## config.mk

```make
export PLATFORM = sky130hd
export DESIGN_NAME = vram_hdma_controller_flat
export DESIGN_NICKNAME = d
export VERILOG_FILES = /design/src/rtl/vram_hdma_controller_if.sv /design/src/rtl/vram_hdma_controller.sv /design/src/flat_wrapper.sv
export SDC_FILE = /design/constraint.sdc
export NUM_CORES = 1
export LEC_CHECK = 0
export BUFFER_PORTS_ARGS = -buffer_cell sky130_fd_sc_hd__clkbuf_2
export CAP_MARGIN = 25
export CORE_MARGIN = 4
export CORE_UTILIZATION = 56
export DETAILED_ROUTE_END_ITERATION = 16
export PLACE_DENSITY = 0.81
export RECOVER_POWER = 25
export SKIP_CTS_REPAIR_TIMING = 1
export SLEW_MARGIN = 20
export SYNTH_ARGS = -nofsm -noshare
export SYNTH_HDL_FRONTEND = slang
export SYNTH_SLANG_ARGS = --single-unit
```

## constraint.sdc

```tcl
create_clock -name clk -period 2.15 [get_ports clk]
set_clock_uncertainty 0.15 [all_clocks]
set_input_delay 0.1075 -clock clk [delete_from_list [all_inputs] [get_ports clk]]
set_output_delay 0.1075 -clock clk [all_outputs]
set_load 0.1 [all_outputs]
```

## src/rtl/vram_hdma_controller_if.sv

```systemverilog
// Signal bundle for the VRAM HDMA engine: CPU register port, source bus,
// VRAM write port and engine status.
interface vram_hdma_controller_if #(
  parameter int DST_W = 13
);
  logic             cpu_en;
  logic             cgb;
  logic [2:0]       reg_select;
  logic             write;
  logic [7:0]       wdata;
  logic [7:0]       rdata;
  logic             ppu_enable;
  logic             hblank_start;
  logic [15:0]      bus_addr;
  logic [7:0]       bus_rdata;
  logic [DST_W-1:0] vram_addr;
  logic [7:0]       vram_wdata;
  logic             vram_write;
  logic             cpu_halt;
  logic             hdma_active;

  // master: the DMA engine, which owns the source bus and the VRAM port
  modport master (
    input  cpu_en, cgb, reg_select, write, wdata, ppu_enable, hblank_start, bus_rdata,
    output rdata, bus_addr, vram_addr, vram_wdata, vram_write, cpu_halt, hdma_active
  );

  modport slave (
    output cpu_en, cgb, reg_select, write, wdata, ppu_enable, hblank_start, bus_rdata,
    input  rdata, bus_addr, vram_addr, vram_wdata, vram_write, cpu_halt, hdma_active
  );
endinterface

```

## src/rtl/vram_hdma_controller.sv

```systemverilog
// CGB VRAM DMA engine behind HDMA1-HDMA5: general-purpose (CPU halted) and
// HBlank-paced block copies from the system bus into VRAM.
//
// state     | meaning
// IDLE      | no transfer; HDMA5 reports completion or cancel status
// GDMA      | general-purpose copy, one byte per cpu_en tick, CPU halted
// HDMA_WAIT | HBlank mode between blocks, waiting for a pending HBlank
// HDMA_XFER | HBlank mode moving one block, CPU halted
module vram_hdma_controller #(
  parameter int BLOCK_BYTES = 16,
  parameter int LEN_W       = 7,
  parameter int DST_W       = 13
) (
  input  logic                   clk,
  input  logic                   reset_n,
  vram_hdma_controller_if.master hif
);

  localparam int OFS_W = $clog2(BLOCK_BYTES);
  localparam int CNT_W = LEN_W + 1;
  localparam logic [OFS_W-1:0] BYTE_LAST = OFS_W'(BLOCK_BYTES - 1);
  localparam logic [15:0]      SRC_MASK  = ~16'(BLOCK_BYTES - 1);
  localparam logic [DST_W-1:0] DST_MASK  = ~DST_W'(BLOCK_BYTES - 1);
  localparam logic [DST_W-1:0] DST_LO    = DST_W'(8'hFF);

  typedef enum logic [1:0] {
    IDLE      = 2'd0,
    GDMA      = 2'd1,
    HDMA_WAIT = 2'd2,
    HDMA_XFER = 2'd3
  } state_t;

  state_t state, state_nxt;

  logic [15:0]      src_shadow, src_cnt;
  logic [DST_W-1:0] dst_shadow, dst_cnt;
  logic [CNT_W-1:0] blocks_left, blocks_m1;
  logic [OFS_W-1:0] byte_cnt;
  logic             pending, cancelled, cancel_req;

  logic tick, reg_wr, wr_hdma5, start, cancel_wait, cancel_xfer;
  logic in_xfer, byte_xfer, block_done, last_block, hblank_hit, pend_take;

  always_comb begin
    tick        = hif.cpu_en & hif.cgb;
    reg_wr      = tick & hif.write;
    wr_hdma5    = reg_wr & (hif.reg_select == 3'd4);
    start       = wr_hdma5 & (state == IDLE);
    cancel_wait = wr_hdma5 & ~hif.wdata[7] & (state == HDMA_WAIT);
    cancel_xfer = wr_hdma5 & ~hif.wdata[7] & (state == HDMA_XFER);
    in_xfer     = (state == GDMA) | (state == HDMA_XFER);
    byte_xfer   = tick & in_xfer;
    block_done  = byte_xfer & (byte_cnt == '0);
    last_block  = (blocks_left == CNT_W'(1));
    hblank_hit  = hif.hblank_start & hif.ppu_enable & hif.cgb & (state == HDMA_WAIT);
    pend_take   = tick & pending & (state == HDMA_WAIT) & ~cancel_wait;
    blocks_m1   = blocks_left - CNT_W'(1);
  end

  always_ff @(posedge clk) begin
    if (!reset_n) state <= IDLE;
    else          state <= state_nxt;
  end

  always_comb begin
    state_nxt = state;
    case (state)
      IDLE: begin
        if (start) state_nxt = hif.wdata[7] ? HDMA_WAIT : GDMA;
      end
      GDMA: begin
        if (block_done && last_block) state_nxt = IDLE;
      end
      HDMA_WAIT: begin
        if (cancel_wait)    state_nxt = IDLE;
        else if (pend_take) state_nxt = HDMA_XFER;
      end
      HDMA_XFER: begin
        // a cancel written mid-block only lands once the block is complete
        if (block_done)
          state_nxt = (last_block || cancel_req || cancel_xfer) ? IDLE : HDMA_WAIT;
      end
      default: state_nxt = IDLE;
    endcase
    if (!hif.cgb) state_nxt = IDLE;
  end

  always_comb begin
    hif.hdma_active = (state != IDLE);
    hif.cpu_halt    = in_xfer;
    hif.vram_write  = byte_xfer;
    hif.bus_addr    = in_xfer ? src_cnt : 16'd0;
    hif.vram_addr   = in_xfer ? dst_cnt : '0;
  end

  assign hif.vram_wdata = hif.bus_rdata;

  always_ff @(posedge clk) begin
    if (!reset_n) begin
      src_shadow  <= '0;
      dst_shadow  <= '0;
      src_cnt     <= '0;
      dst_cnt     <= '0;
      blocks_left <= '0;
      byte_cnt    <= '0;
      pending     <= 1'b0;
      cancelled   <= 1'b0;
      cancel_req  <= 1'b0;
    end else begin
      if (reg_wr) begin
        case (hif.reg_select)
          3'd0: src_shadow <= {hif.wdata, src_shadow[7:0]} & SRC_MASK;
          3'd1: src_shadow <= {src_shadow[15:8], hif.wdata} & SRC_MASK;
          3'd2: dst_shadow <= ((DST_W'(hif.wdata) << 8) | (dst_shadow & DST_LO)) & DST_MASK;
          3'd3: dst_shadow <= ((dst_shadow & ~DST_LO) | DST_W'(hif.wdata)) & DST_MASK;
          default: ;
        endcase
      end

      if (start) begin
        src_cnt     <= src_shadow;
        dst_cnt     <= dst_shadow;
        blocks_left <= CNT_W'(hif.wdata[LEN_W-1:0]) + CNT_W'(1);
        byte_cnt    <= BYTE_LAST;
        cancelled   <= 1'b0;
        cancel_req  <= 1'b0;
      end

      if (byte_xfer) begin
        src_cnt  <= src_cnt + 16'd1;
        dst_cnt  <= dst_cnt + DST_W'(1);
        byte_cnt <= (byte_cnt == '0) ? BYTE_LAST : byte_cnt - OFS_W'(1);
      end

      if (block_done) blocks_left <= blocks_m1;

      if (cancel_xfer) cancel_req <= 1'b1;
      if (block_done && state == HDMA_XFER && !last_block && (cancel_req || cancel_xfer))
        cancelled <= 1'b1;
      if (cancel_wait) cancelled <= 1'b1;

      // with the LCD off no HBlank will ever come, so an HBlank start queues its first block
      if (start)
        pending <= hif.wdata[7] & ~hif.ppu_enable;
      else if (pend_take || cancel_wait || !hif.cgb)
        pending <= 1'b0;
      else if (hblank_hit)
        pending <= 1'b1;
    end
  end

  always_comb begin
    hif.rdata = 8'hFF;
    if (hif.cgb && hif.reg_select == 3'd4) begin
      if (state != IDLE) hif.rdata = {1'b0, 7'(blocks_m1[LEN_W-1:0])};
      else if (cancelled) hif.rdata = {1'b1, 7'(blocks_m1[LEN_W-1:0])};
    end
  end

endmodule

```

## src/flat_wrapper.sv

```systemverilog
// flat-port wrapper written by rule: the top's interface ports become plain ports
module vram_hdma_controller_flat 
#(
  parameter int BLOCK_BYTES = 16,
  parameter int LEN_W       = 7,
  parameter int DST_W       = 13
)
  (clk, reset_n, hif_cpu_en, hif_cgb, hif_reg_select, hif_write, hif_wdata, hif_ppu_enable, hif_hblank_start, hif_bus_rdata, hif_rdata, hif_bus_addr, hif_vram_addr, hif_vram_wdata, hif_vram_write, hif_cpu_halt, hif_hdma_active);
  vram_hdma_controller_if #(.DST_W(DST_W)) hif_i ();
  input  logic clk;
  input  logic reset_n;
  input wire logic [$bits(hif_i.cpu_en)-1:0] hif_cpu_en;
  input wire logic [$bits(hif_i.cgb)-1:0] hif_cgb;
  input wire logic [$bits(hif_i.reg_select)-1:0] hif_reg_select;
  input wire logic [$bits(hif_i.write)-1:0] hif_write;
  input wire logic [$bits(hif_i.wdata)-1:0] hif_wdata;
  input wire logic [$bits(hif_i.ppu_enable)-1:0] hif_ppu_enable;
  input wire logic [$bits(hif_i.hblank_start)-1:0] hif_hblank_start;
  input wire logic [$bits(hif_i.bus_rdata)-1:0] hif_bus_rdata;
  output wire logic [$bits(hif_i.rdata)-1:0] hif_rdata;
  output wire logic [$bits(hif_i.bus_addr)-1:0] hif_bus_addr;
  output wire logic [$bits(hif_i.vram_addr)-1:0] hif_vram_addr;
  output wire logic [$bits(hif_i.vram_wdata)-1:0] hif_vram_wdata;
  output wire logic [$bits(hif_i.vram_write)-1:0] hif_vram_write;
  output wire logic [$bits(hif_i.cpu_halt)-1:0] hif_cpu_halt;
  output wire logic [$bits(hif_i.hdma_active)-1:0] hif_hdma_active;
  assign hif_i.cpu_en = hif_cpu_en;
  assign hif_i.cgb = hif_cgb;
  assign hif_i.reg_select = hif_reg_select;
  assign hif_i.write = hif_write;
  assign hif_i.wdata = hif_wdata;
  assign hif_i.ppu_enable = hif_ppu_enable;
  assign hif_i.hblank_start = hif_hblank_start;
  assign hif_i.bus_rdata = hif_bus_rdata;
  assign hif_rdata = hif_i.rdata;
  assign hif_bus_addr = hif_i.bus_addr;
  assign hif_vram_addr = hif_i.vram_addr;
  assign hif_vram_wdata = hif_i.vram_wdata;
  assign hif_vram_write = hif_i.vram_write;
  assign hif_cpu_halt = hif_i.cpu_halt;
  assign hif_hdma_active = hif_i.hdma_active;
  vram_hdma_controller #(.BLOCK_BYTES(BLOCK_BYTES), .LEN_W(LEN_W), .DST_W(DST_W)) u_core (.clk(clk), .reset_n(reset_n), .hif(hif_i));
endmodule
```

Word level (Yosys, flattened, before mapping)
Cells that the tools add are included.

Register bits: 75. Bits of input ports: 26. Output and inout port bits: 48.

Add/subtract/negate cells: 5. Equal/unequal tests: 12. Mux-type cells: 31. Bitwise gates (word level): 24. Reduce and logical (&&, ||, !) cells: 29.

Operators with widths (count): 16-bit 2-to-1 mux (3); 13-bit 2-to-1 mux (3); 8-bit 2-to-1 mux (4); 16-bit case mux with 2 select lines (1); 13-bit by 8-bit OR with 13-bit output (2); 13-bit case mux with 2 select lines (1); 16-bit by 1-bit adder with 16-bit output, second input constant (1); 1-bit AND (16); 2-bit 2-to-1 mux (7); 13-bit by 1-bit adder with 13-bit output, second input constant (1); 4-bit 2-to-1 mux (3); 2-bit nonzero test (6); 7-bit by 1-bit adder with 8-bit output, second input constant (1); 8-bit by 1-bit equality test with 1-bit output, second input constant (1); 2-bit case mux with 4 select lines (1); 8-bit by 1-bit subtractor with 8-bit output, second input constant (1); 1-bit 2-to-1 mux (7); 7-bit 2-to-1 mux (1); 3-bit by 2-bit equality test with 1-bit output, second input constant (2); 2-bit AND reduction (3); 3-bit AND reduction (2); 3-bit nonzero test (2); 1-bit logical AND (5); 1-bit logical OR (5); 15 further kinds (22).

Longest topological paths before layout
Depth in word-level cells: 11. Gate-level depth with buffers: 8. Gate-level depth less buffers: 6.

Least setup slack after synthesis
OpenSTA, ideal clock, no wires.

Kind: register to output. From: register u_core.blocks_left[0]. To: output port hif_rdata[6]. Arrival: 3.282 ns. Required time: 1.893 ns. Path slack: -1.390 ns. Cell stages (with the launch flop): 6. Buffers on the path: 0. Path through: dfxtp_1 > inv_1 > ha_1 > nor3b_1 > a21oi_1 > o21ai_0.

Cells in the longest elaborated chain, start to end: 4.

RTL lines: from (decl) (RTL line vram_hdma_controller.sv:37) `logic [CNT_W-1:0] blocks_left, blocks_m1;`; from (signal assigned) (RTL line vram_hdma_controller.sv:123) `blocks_left <= CNT_W'(hif.wdata[LEN_W-1:0]) + CNT_W'(1);`; from (signal assigned) (RTL line vram_hdma_controller.sv:135) `if (block_done) blocks_left <= blocks_m1;`; 8-bit by 1-bit subtractor with 8-bit output (*) (RTL line vram_hdma_controller.sv:57) `blocks_m1 = blocks_left - CNT_W'(1);`; 7-bit 2-to-1 mux (RTL line vram_hdma_controller.sv:156) `else if (cancelled) hif.rdata = {1'b1, 7'(blocks_m1[LEN_W-1:0])};`; 8-bit 2-to-1 mux (*) (RTL line vram_hdma_controller.sv:155) `if (state != IDLE) hif.rdata = {1'b0, 7'(blocks_m1[LEN_W-1:0])};`; 8-bit 2-to-1 mux (*) (RTL line vram_hdma_controller.sv:154) `if (hif.cgb && hif.reg_select == 3'd4) begin`; to (decl) (RTL line flat_wrapper.sv:20) `output wire logic [$bits(hif_i.rdata)-1:0] hif_rdata;`.

Mark *: on every way between the ends. The rest lies on a longest branch, timed or not.

Worst setup path in the final report
Ends and elaborated chain as after synthesis.

==> flow_metrics.tcl <==
set metrics [dict create \
    grtUsageTotal 0.279 \
    fp-row-count 30 \
    portBuffers 57 \
    worst-slew-pin-transition_ps 682 \
    via_per_inst 6.33 \
    cts.clk_slew.worst_paths_ps 70 \
    drt_iter0_markers 403 \
    fin_area_um2 5200 \
    violations "hold timing" \
    final_nets 570 \
    cts_tree "built" \
    setup_viol 0 \
    fillers 459 \
    post-route-period-util 0.989 \
    hold_ws_ps -8.49 \
    synth_warnings 0 \
    grt_max_degree 36 \
    fmax_ghz 0.470 \
    synth_ff_type "dfxtp_1" \
    drt_first_pass_iters 5 \
    endpoint_kind "primary output" \
    drc 0 \
    overflow 0 \
    grt_pass1_wl_mm 19.0 \
    num_vias 4036 \
    grtUsageMet2 0.467 \
    io_pins 74 \
    worstHoldPathCells 3 \
    period_needed_ps 2130 \
    synth-edff-count 0 \
    leakagePower_nw 2.04 \
    drt_wl_total_mm 11.6 \
    multi_input_area_um2 2340 \
    clockBufferDepth 2 \
    p_per_area_nw_per_um2 504 \
    clock_latency_ps 350 \
    die_w_um 91.5 \
    seq_area_frac_synth 0.344 \
    grt_use_met3 0.0630 \
    syn_area_um2 3900 \
    htreeDepth 3 \
    path_max_fanout 5 \
    async_flop_share 0 \
    synth_nets 518 \
    drive_gt1_frac 0.208 \
    crit_type "reg -> out" \
    slew_viol_final 0 \
    start_util 0.574 \
    ys_types 61 \
    hpwlAfterDp_mm 7.97 \
    post-route-util 0.765 \
    antenna_found_initial 0 \
    wl_per_cell_um 18.2 \
    grt_pass1_vias 4001 \
    worstPathCellList "inv_1, ha_4, nor3b_4, buf_4, and3_1, o21ai_2, buf_12" \
    reg2regPathDepth 6 \
    area_delta_synth_final_pct 33.2 \
    slowest_stage "dfxtp_2" \
    crit_required_ps 1890 \
    min_path_type "in -> reg" \
    core_um2 6790 \
    ant_nets 0 \
    start_kind "register" \
    gp_congestion 0.943 \
    max_cap_violations 0 \
    grt-busiest-layer "met2" \
    rsz0062_at_grt "true" \
    outcome "finished with violations" \
    relSlewSlack 0.545 \
    root_buffer "clkbuf_8" \
    syn_inst 485 \
    ir_worst_vdd_uv 378 \
    placed_cell_area_um2 4890 \
    grt_util_met1 0.330 \
    slowest_delay_ps 360 \
    worst_ep_arrival_time_ps 1870 \
    seq_area_um2 1340 \
    diodes 0 \
    die_h_um 91.5 \
    cts_buffers 9 \
    die_area_um2 8370 \
    clock_sinks 67 \
    hold_violations 3 \
    avgSynthCellArea_um2 8.05 \
    ys_ff_latch 67 \
]
==> Yosys cell counts, types with 4 or more instances <==
library cell | instances | share of area
nand4_1 | 15 | 0.024
nor3_1 | 6 | 0.0077
or3_1 | 6 | 0.0096
nand3_1 | 28 | 0.036
nor3b_1 | 4 | 0.0077
and2_1 | 30 | 0.048
o211ai_1 | 5 | 0.0096
nand2_1 | 32 | 0.031
buf_2 | 14 | 0.018
buf_4 | 10 | 0.019
mux2i_1 | 22 | 0.056
o21ai_0 | 13 | 0.017
dfxtp_1 | 67 | 0.34
a2bb2oi_1 | 11 | 0.025
and4_1 | 7 | 0.016
nor2_1 | 51 | 0.049
and3_1 | 11 | 0.018
a41oi_1 | 5 | 0.011
clkbuf_1 | 19 | 0.018
a21oi_1 | 37 | 0.047
inv_1 | 11 | 0.011
a31oi_1 | 14 | 0.022
xnor2_1 | 5 | 0.011
ha_1 | 7 | 0.022
xor2_1 | 4 | 0.0090
==> kinds of logic after synthesis <==
logic type               count (synthesis)  share of synthesized area
XOR/XNOR                                 9                     0.0202
adder cells (fa/ha/maj)                  7                     0.0224
AND/OR/NAND/NOR                        207                      0.290
flip-flops                              67                      0.344
AO/OA/AOI/OAI                          115                      0.198
buffers and inverters                   58                     0.0702
multiplexers                            22                     0.0564
==> worst paths after layout <==
kind / from / to / slack, ps
worst max register to register: u_core.byte_cnt[0]$_SDFFE_PN0P_ / u_core.blocks_left[5]$_SDFFE_PN0P_ / 110
worst max-delay path: u_core.blocks_left[0]$_SDFFE_PN0P_ / hif_rdata[6] / 20
worst min register to register: u_core.dst_shadow[10]$_SDFFE_PN0P_ / u_core.dst_cnt[10]$_SDFFE_PN0P_ / 340
worst min-delay path: hif_wdata[5] / u_core.dst_shadow[5]$_SDFFE_PN0P_ / -8
==> sequential cells by signal (all words and copies together), names as in the netlist, 2 cells and up <==
signal,cells
u_core.dst_cnt,13
u_core.src_shadow,12
u_core.blocks_left,8
u_core.src_cnt,16
u_core.dst_shadow,9
u_core.state,2
u_core.byte_cnt,4
==> cell usage in the layout, fill, tap and decap left out, types with 12 or more instances in the layout <==
master,instances
clkbuf_2,16
nor2_1,50
nand3_1,27
buf_12,41
dfxtp_1,65
mux2i_1,22
and2_1,30
nand4_1,15
a31oi_1,14
a21oi_1,37
buf_4,21
o21ai_0,12
nand2_1,28
==> power by group <==
| part | switching, mW | internal (mW) |
|---|---|---|
| Sequential | 0.00638 | 1.25 |
| Clock | 0.486 | 0.715 |
| Combinational | 0.101 | 0.0627 |
==> through the flow <==
step / worst slack (ps) / total power, mW / instances / TNS (ps)
after detailed placement: 138 / 1.43 / 617 / 0
after CTS: -128 / 2.60 / 633 / -467
after floorplan: -138 / 1.43 / 485 / -229
final: 24.2 / 2.62 / 638 / 0
after global routing: -60.2 / 2.68 / 638 / -110
after global placement: 255 / 1.43 / 617 / 0
==> cell type report <==
cell class,instances,share of cell area
clock buffer,12,0.0298
clock inverter,4,0.0140
inverter,13,0.00939
multi-input combinational,360,0.450
sequential,67,0.258
tap,96,0.0231
timing repair buffer,86,0.215
==> critical path: cells and delay by family, from the launching register on <==
family          cells  cell delay (ps)
buf+inv             3              450
flops               1              360
simple gates        2              330
compound gates      1              170
fa+ha+maj           1              200
==> per-layer routing <==
metal  part of all wire  wire length, µm
met1               0.39             4520
met3              0.085              989
met5                  0                0
met2               0.49             5640
met4              0.038              436
(Power assumes the default switching activity.)
